[src/rtl/lfsr_xbar.sv]
// lfsr_xbar: NumIn x NumOut request crossbar. Each target picks one winner
// per cycle by a wrapping priority scan that starts at a priority pointer.
// Load (and optionally store) responses return RespLat cycles after the grant.
// Optional feature macro: LFSR_XBAR_INT_PRIO_EN
//   defined   -> priority pointer comes from an internal 64-bit LFSR and rr_i is ignored
//   undefined -> priority pointer is rr_i and no LFSR logic exists
module lfsr_xbar #(
    parameter int NumIn         = 4,
    parameter int NumOut        = 4,
    parameter int ReqDataWidth  = 32,
    parameter int RespDataWidth = 32,
    parameter int RespLat       = 1,
    parameter int WriteRespOn   = 1,
    localparam int PW           = $clog2(NumIn),
    localparam int AW           = $clog2(NumOut)
) (
    input  logic                                 clk_i,
    input  logic                                 rst_i,
    input  logic [PW-1:0]                        rr_i,
    input  logic [NumIn-1:0]                     req_i,
    input  logic [NumIn-1:0][AW-1:0]             add_i,
    input  logic [NumIn-1:0]                     wen_i,
    input  logic [NumIn-1:0][ReqDataWidth-1:0]   wdata_i,
    output logic [NumIn-1:0]                     gnt_o,
    output logic [NumIn-1:0][RespDataWidth-1:0]  rdata_o,
    output logic [NumIn-1:0]                     vld_o,
    output logic [NumOut-1:0]                    req_o,
    input  logic [NumOut-1:0]                    gnt_i,
    output logic [NumOut-1:0][ReqDataWidth-1:0]  wdata_o,
    input  logic [NumOut-1:0][RespDataWidth-1:0] rdata_i
);

    logic [PW-1:0]                        w_prio;
    logic [NumOut-1:0]                    w_found;
    logic [NumOut-1:0][PW-1:0]            w_winIdx;
    logic [PW-1:0]                        w_scanIdx;
    logic [NumIn-1:0]                     w_vldD;
    logic [RespLat-1:0][NumIn-1:0][AW-1:0] r_addrPipe;
    logic [RespLat-1:0][NumIn-1:0]        r_vldPipe;

`ifdef LFSR_XBAR_INT_PRIO_EN
    logic [63:0] r_lfsr;
    logic        w_fb;
    logic        w_advance;

    assign w_fb      = r_lfsr[63] ^ r_lfsr[62] ^ r_lfsr[60] ^ r_lfsr[59];
    assign w_advance = |(req_o & gnt_i);

    // LFSR steps once per cycle in which at least one target handshake occurs
    always_ff @(posedge clk_i or posedge rst_i) begin
        if (rst_i) begin
            r_lfsr <= 64'h1;
        end else if (w_advance) begin
            r_lfsr <= {r_lfsr[62:0], w_fb};
        end
    end

    assign w_prio = r_lfsr[PW-1:0];
`else
    assign w_prio = rr_i;
`endif

    // Per-target winner: first requesting master at or above w_prio, wrapping
    always_comb begin
        w_found   = '0;
        w_winIdx  = '0;
        w_scanIdx = '0;
        req_o     = '0;
        wdata_o   = '0;
        for (int j = 0; j < NumOut; j++) begin
            for (int k = 0; k < NumIn; k++) begin
                w_scanIdx = w_prio + PW'(k);
                if (!w_found[j] && req_i[w_scanIdx] && (add_i[w_scanIdx] == AW'(j))) begin
                    w_found[j]  = 1'b1;
                    w_winIdx[j] = w_scanIdx;
                end
            end
            req_o[j] = w_found[j];
            if (w_found[j]) begin
                wdata_o[j] = wdata_i[w_winIdx[j]];
            end
        end
    end

    // Master grant: it must be the winner at its target and the target must accept
    always_comb begin
        gnt_o  = '0;
        w_vldD = '0;
        for (int i = 0; i < NumIn; i++) begin
            gnt_o[i]  = req_i[i] && w_found[add_i[i]] &&
                        (w_winIdx[add_i[i]] == PW'(i)) && gnt_i[add_i[i]];
            w_vldD[i] = gnt_o[i] && (!wen_i[i] || (WriteRespOn != 0));
        end
    end

    // Address and valid delay lines that align responses with the slave latency
    always_ff @(posedge clk_i or posedge rst_i) begin
        if (rst_i) begin
            r_addrPipe <= '0;
            r_vldPipe  <= '0;
        end else begin
            r_addrPipe[0] <= add_i;
            r_vldPipe[0]  <= w_vldD;
            for (int s = 1; s < RespLat; s++) begin
                r_addrPipe[s] <= r_addrPipe[s-1];
                r_vldPipe[s]  <= r_vldPipe[s-1];
            end
        end
    end

    // Response data is steered from the target addressed RespLat cycles ago
    always_comb begin
        rdata_o = '0;
        for (int i = 0; i < NumIn; i++) begin
            rdata_o[i] = rdata_i[r_addrPipe[RespLat-1][i]];
        end
    end

    assign vld_o = r_vldPipe[RespLat-1];

endmodule

[config.mk]
export PLATFORM = sky130hd
export DESIGN_NAME = lfsr_xbar
export DESIGN_NICKNAME = d
export VERILOG_FILES = /design/src/rtl/lfsr_xbar.sv
export SDC_FILE = /design/constraint.sdc
export NUM_CORES = 1
export LEC_CHECK = 0
export CORE_AREA = 2 2 210 212
export CTS_CLUSTER_DIAMETER = 60
export DETAILED_ROUTE_END_ITERATION = 7
export DIE_AREA = 0 0 212 214
export PLACE_DENSITY = 0.54
export SLEW_MARGIN = 15
export SYNTH_ARGS = -nofsm -noshare
export SYNTH_HDL_FRONTEND = slang
export SYNTH_SLANG_ARGS = --single-unit
[constraint.sdc]
create_clock -name clk_i -period 4.3 [get_ports clk_i]
set_input_delay 0.645 -clock clk_i [delete_from_list [all_inputs] [get_ports clk_i]]
set_output_delay 0.645 -clock clk_i [all_outputs]
set_load 0.05 [all_outputs]
Word-level counts from Yosys, hierarchy flattened
Index checks and enable logic that the tools add are counted.
Operators by class
  order comparisons: 16
  $add $sub $neg: 3
  muxes and demuxes: 92
  reduce and logical (&&, ||, !) cells: 57
  eq/ne operators: 15
Operator list (number)
  32-bit binary-select mux with 2-bit select: 8
  32-bit 2-to-1 mux: 12
  2-bit by 3-bit < comparator with 1-bit output (second input constant): 16
  2-bit 2-to-1 mux: 24
  1-bit logical AND: 40
  2-bit binary-select mux with 2-bit select: 8
  1-bit 2-to-1 mux: 28
  1-bit binary-select mux with 2-bit select: 12
  2-bit equality test (second input constant): 10
  1-bit logical NOT: 12
  2-bit by 1-bit equality test with 1-bit output (second input constant): 5
  2-bit logical NOT: 5
  2-bit adder (second input constant): 2
  2-bit by 1-bit adder with 2-bit output (second input constant): 1
Word-level totals
  logic and storage cells: 188
  output and inout bits: 268
  input bits: 280
  flip-flop bits (word level): 12

Longest topological paths before layout
  word-level depth: 22
  depth in mapped cells: 12

Worst setup path before layout
No wires, ideal clock.
  kind: input to output
  start: input rr_i[1]
  end: output wdata_o[97] in the netlist's numbering
  data required time: 3655 ps
  path buffers: 4
  stages on the path: 11
  setup slack: -400 ps
  data arrival time: 4055 ps
  path through: buf_6 -> mux4_2 -> and3_1 -> buf_6 -> or4_1 -> o2111a_1 -> buf_6 -> nand2_8 -> buf_4 -> a21oi_1 -> a211oi_1
RTL lines
  start, declared: line 19  | input logic [PW-1:0] rr_i,
  end, declared: line 29  | output logic [NumOut-1:0][ReqDataWidth-1:0] wdata_o,

==> impl_metrics.json <==
{
  "status": "complete, no violations",
  "powerDensity_nw_per_um2": 307,
  "setup_violations": 0,
  "yosysTopAreaCell": "mux4_2",
  "cts_tree": "built",
  "synth.avg_cell_area_sq_um": 10.7,
  "postRouteAntennaNets": 0,
  "antenna_found_initial": 4,
  "numCtsBuffers": 3,
  "pre_cts_slack_ps": -293,
  "vdd_drop_max_v": 0.000250,
  "synthTopCellsByArea": "mux4_2, mux2i_1, a211oi_1, a211oi_2, dfrtp_1",
  "yosysSeqAreaShare_pct": 3.42,
  "die_h_um": 214,
  "synth_top_area_share_pct": 41.8,
  "synth_top_family_by_area": "multiplexers",
  "rsz0062_at_grt": "false",
  "drc_errors": 0,
  "yosys_warnings": 0,
  "gp_congestion": 0.889,
  "chipWidth_um": 212,
  "clock-sinks": 12,
  "synth_compound_area_share_pct": 21.9,
  "synth_edf_count": 0,
  "nNetsFinal": 1736,
  "finalInstanceArea_sq_um": 18000,
  "synth_adder_area_share_pct": 0,
  "fp.coreArea_sq_um": 42900,
  "area_growth_pct": 105,
  "floorplan.initialDensity_pct": 20.5,
  "drv_cap": 0,
  "num_vias": 11000,
  "drive_above_1_share_pct": 45.0,
  "drt_iter0_markers": 769,
  "synth_ff_type": "dfrtp_1",
  "pwr-share-seq_pct": 2.6,
  "finalCritPeriodShare_pct": 98.3,
  "clockPowerShare_pct": 3.4,
  "hp-class": "input port to register",
  "netlist_area_sq_um": 8780,
  "synth_nets": 1101,
  "p_leak_nw": 6.90,
  "crit_required_ps": 3650,
  "grt_util_all_layers_pct": 22.4,
  "criticalPathCategory": "input port to output port",
  "synth_most_common_cell": "mux4_2",
  "root_buffer": "clkbuf_16",
  "rows": 76,
  "path_clk_slew_ps": 40,
  "min_period_ps": 4230,
  "swShare_pct": 53.1,
  "async_reset_ff_share_pct": 100,
  "routed_wirelength_um": 53300,
  "fmaxAchievable_mhz": 237,
  "tightestPinTransition_ps": 895,
  "yosysUniqueCellTypes": 57,
  "combPwrFrac_pct": 94.0,
  "synth-seq-cells": 12,
  "cp-end-kind": "output port",
  "finalMaxSlewViolations": 0,
  "cts_max_path_buffers": 2,
  "dp_hpwl_um": 42600,
  "grt-ovfl-total": 0,
  "finalHoldViolCount": 0,
  "ctsHoldBuffers": 0,
  "synthCells": 821,
  "place_area_sq_um": 17400,
  "p_switching_w": 0.00293,
  "synth-simple-area-share_pct": 8.83,
  "grt_pass1_vias": 11300,
  "tns_ps": 0,
  "first_pass_iters": 4,
  "worst-path-max-fanout": 9,
  "synthXorXnorAreaFrac_pct": 0.0997,
  "timing.hold.ws_ps": 611,
  "die-area_sq_um": 45400,
  "power.internal_w": 0.00258,
  "synthTopCellsByCount": "mux4_2, mux2i_1, a211oi_1, clkbuf_1, o22ai_1",
  "setup_slack_ps": 73.5,
  "slew_headroom_pct": 40.3,
  "cp.arrival_ps": 3580,
  "final_util_pct": 41.9,
  "placement.io_buffers": 543,
  "startpoint_type": "input port",
  "grt_max_degree": 33,
  "route.detailed.wl_per_inst_um": 26.1,
  "grt_pass1_wl_um": 76900,
  "ios": 548,
  "htreeDepth": 1,
  "drt-vias-per-instance": 5.36,
  "synth_mux_area_share_pct": 59.4
}
==> final timing paths <==
| kind | start | endpoint | slack [ps] | depth (start not counted) |
|---|---|---|---|---|
| max in group asynchronous | rst_i | r_addrPipe[4] | 3230 | 2 |
| min | add_i[7] | r_addrPipe[7] | 610 | 1 |
| min in group asynchronous | rst_i | vld_o[1] | 720 | 2 |
| max | rr_i[1] | wdata_o[114] | 70 | 15 |
==> power by group through the flow <==
stage,clock [W],combinational [W],sequential (W)
2_1_floorplan,0,0.00267,0.000134
3_3_place_gp,0,0.00505,0.000144
3_5_place_dp,0,0.00505,0.000144
4_1_cts,0.000191,0.00517,0.000143
5_1_grt,0.000197,0.00538,0.000145
6_report,0.000188,0.00518,0.000142
==> per-stage QoR <==
| stage | instances | total power [W] |
|---|---|---|
| 2_1_floorplan | 821 | 0.00280 |
| 3_3_place_gp | 2014 | 0.00519 |
| 3_5_place_dp | 2014 | 0.00519 |
| 4_1_cts | 2038 | 0.00550 |
| 5_1_grt | 2042 | 0.00572 |
| 6_report | 2042 | 0.00551 |
==> cells by family (layout without fill, tap and decap cells) <==
kind of cell / count (synthesis) / count (layout)
mux: 317 / 317
other cells: 0 / 2
compound gates: 250 / 250
flops: 12 / 12
xor+xnor: 1 / 1
simple gates: 127 / 128
buf+inv: 114 / 747
==> area by class of cell <==
type / instances / area, sq um
diodes: 2 / 5.00
clock buffers: 4 / 88.8
fillers: 4068 / 24900
inverters: 8 / 30.0
multi-input cells: 696 / 8380
flip-flops and latches: 12 / 307
well taps: 585 / 732
repair buffers: 735 / 8430
==> registers in the layout, indices dropped and copies added, names as in the netlist <==
name	flops
r_addrPipe	8
vld_o	4
==> routing by layer <==
layer	routed length [um]	track usage, %	vias up
met2	26200	38.6	538
met3	4740	6.17	60
met1	20200	26.3	5564
li1	-	-	4787
met4	2100	8.47	4
met5	37	0	-
==> worst max-delay path, stage by stage <==
cell and delay, ps:
buf_2 110, buf_12 130, buf_4 180, buf_4 150, mux4_2 280, nand3_4 90, or4_4 520, o2111a_2 330
buf_12 160, nand2_8 130, buf_12 150, a21oi_1 80, a211oi_2 300, buf_4 180, buf_12 130
==> repair_timing <==
| item | 4_1_cts | 5_1_grt |
|---|---|---|
| resized for setup | 43 | 35 |
| endpoints found under the setup margin | 132 | 125 |
| gates cloned | 5 | 2 |
| buffers inserted | 15 | 2 |
| pin swaps | 15 | 12 |
==> cells in the final DEF, fill, tap and decap left out, drive strengths merged, types with 2 or more instances in the layout <==
cell           netlist  layout
buf                 55     324
clkbuf              51      13
diode                0       2
a31o                32      32
nand2b               4       4
clkdlybuf4s50        0     393
a21oi               39      39
o221ai               2       2
and3                 4       4
a2bb2oi              2       2
a211oi              99      99
a221oi               3       3
nand3b               3       3
o22ai               45      45
a22oi                3       3
and2                24      24
mux2i              154     154
nand3                3       3
a22o                 2       2
nor3                 4       4
or2                  2       2
nor3b                7       7
o211ai               2       2
o21bai               3       3
and3b                2       2
nor2                 9       9
or3b                 3       3
nand2               18      19
clkdlybuf4s15        0       3
inv                  8       8
dfrtp               12      12
o21ai                8       8
dlygate4sd2          0       5
mux4               163     163
or4                  2       2
nor4b                2       2
nor2b               37      37
(Power assumes the default switching activity.)
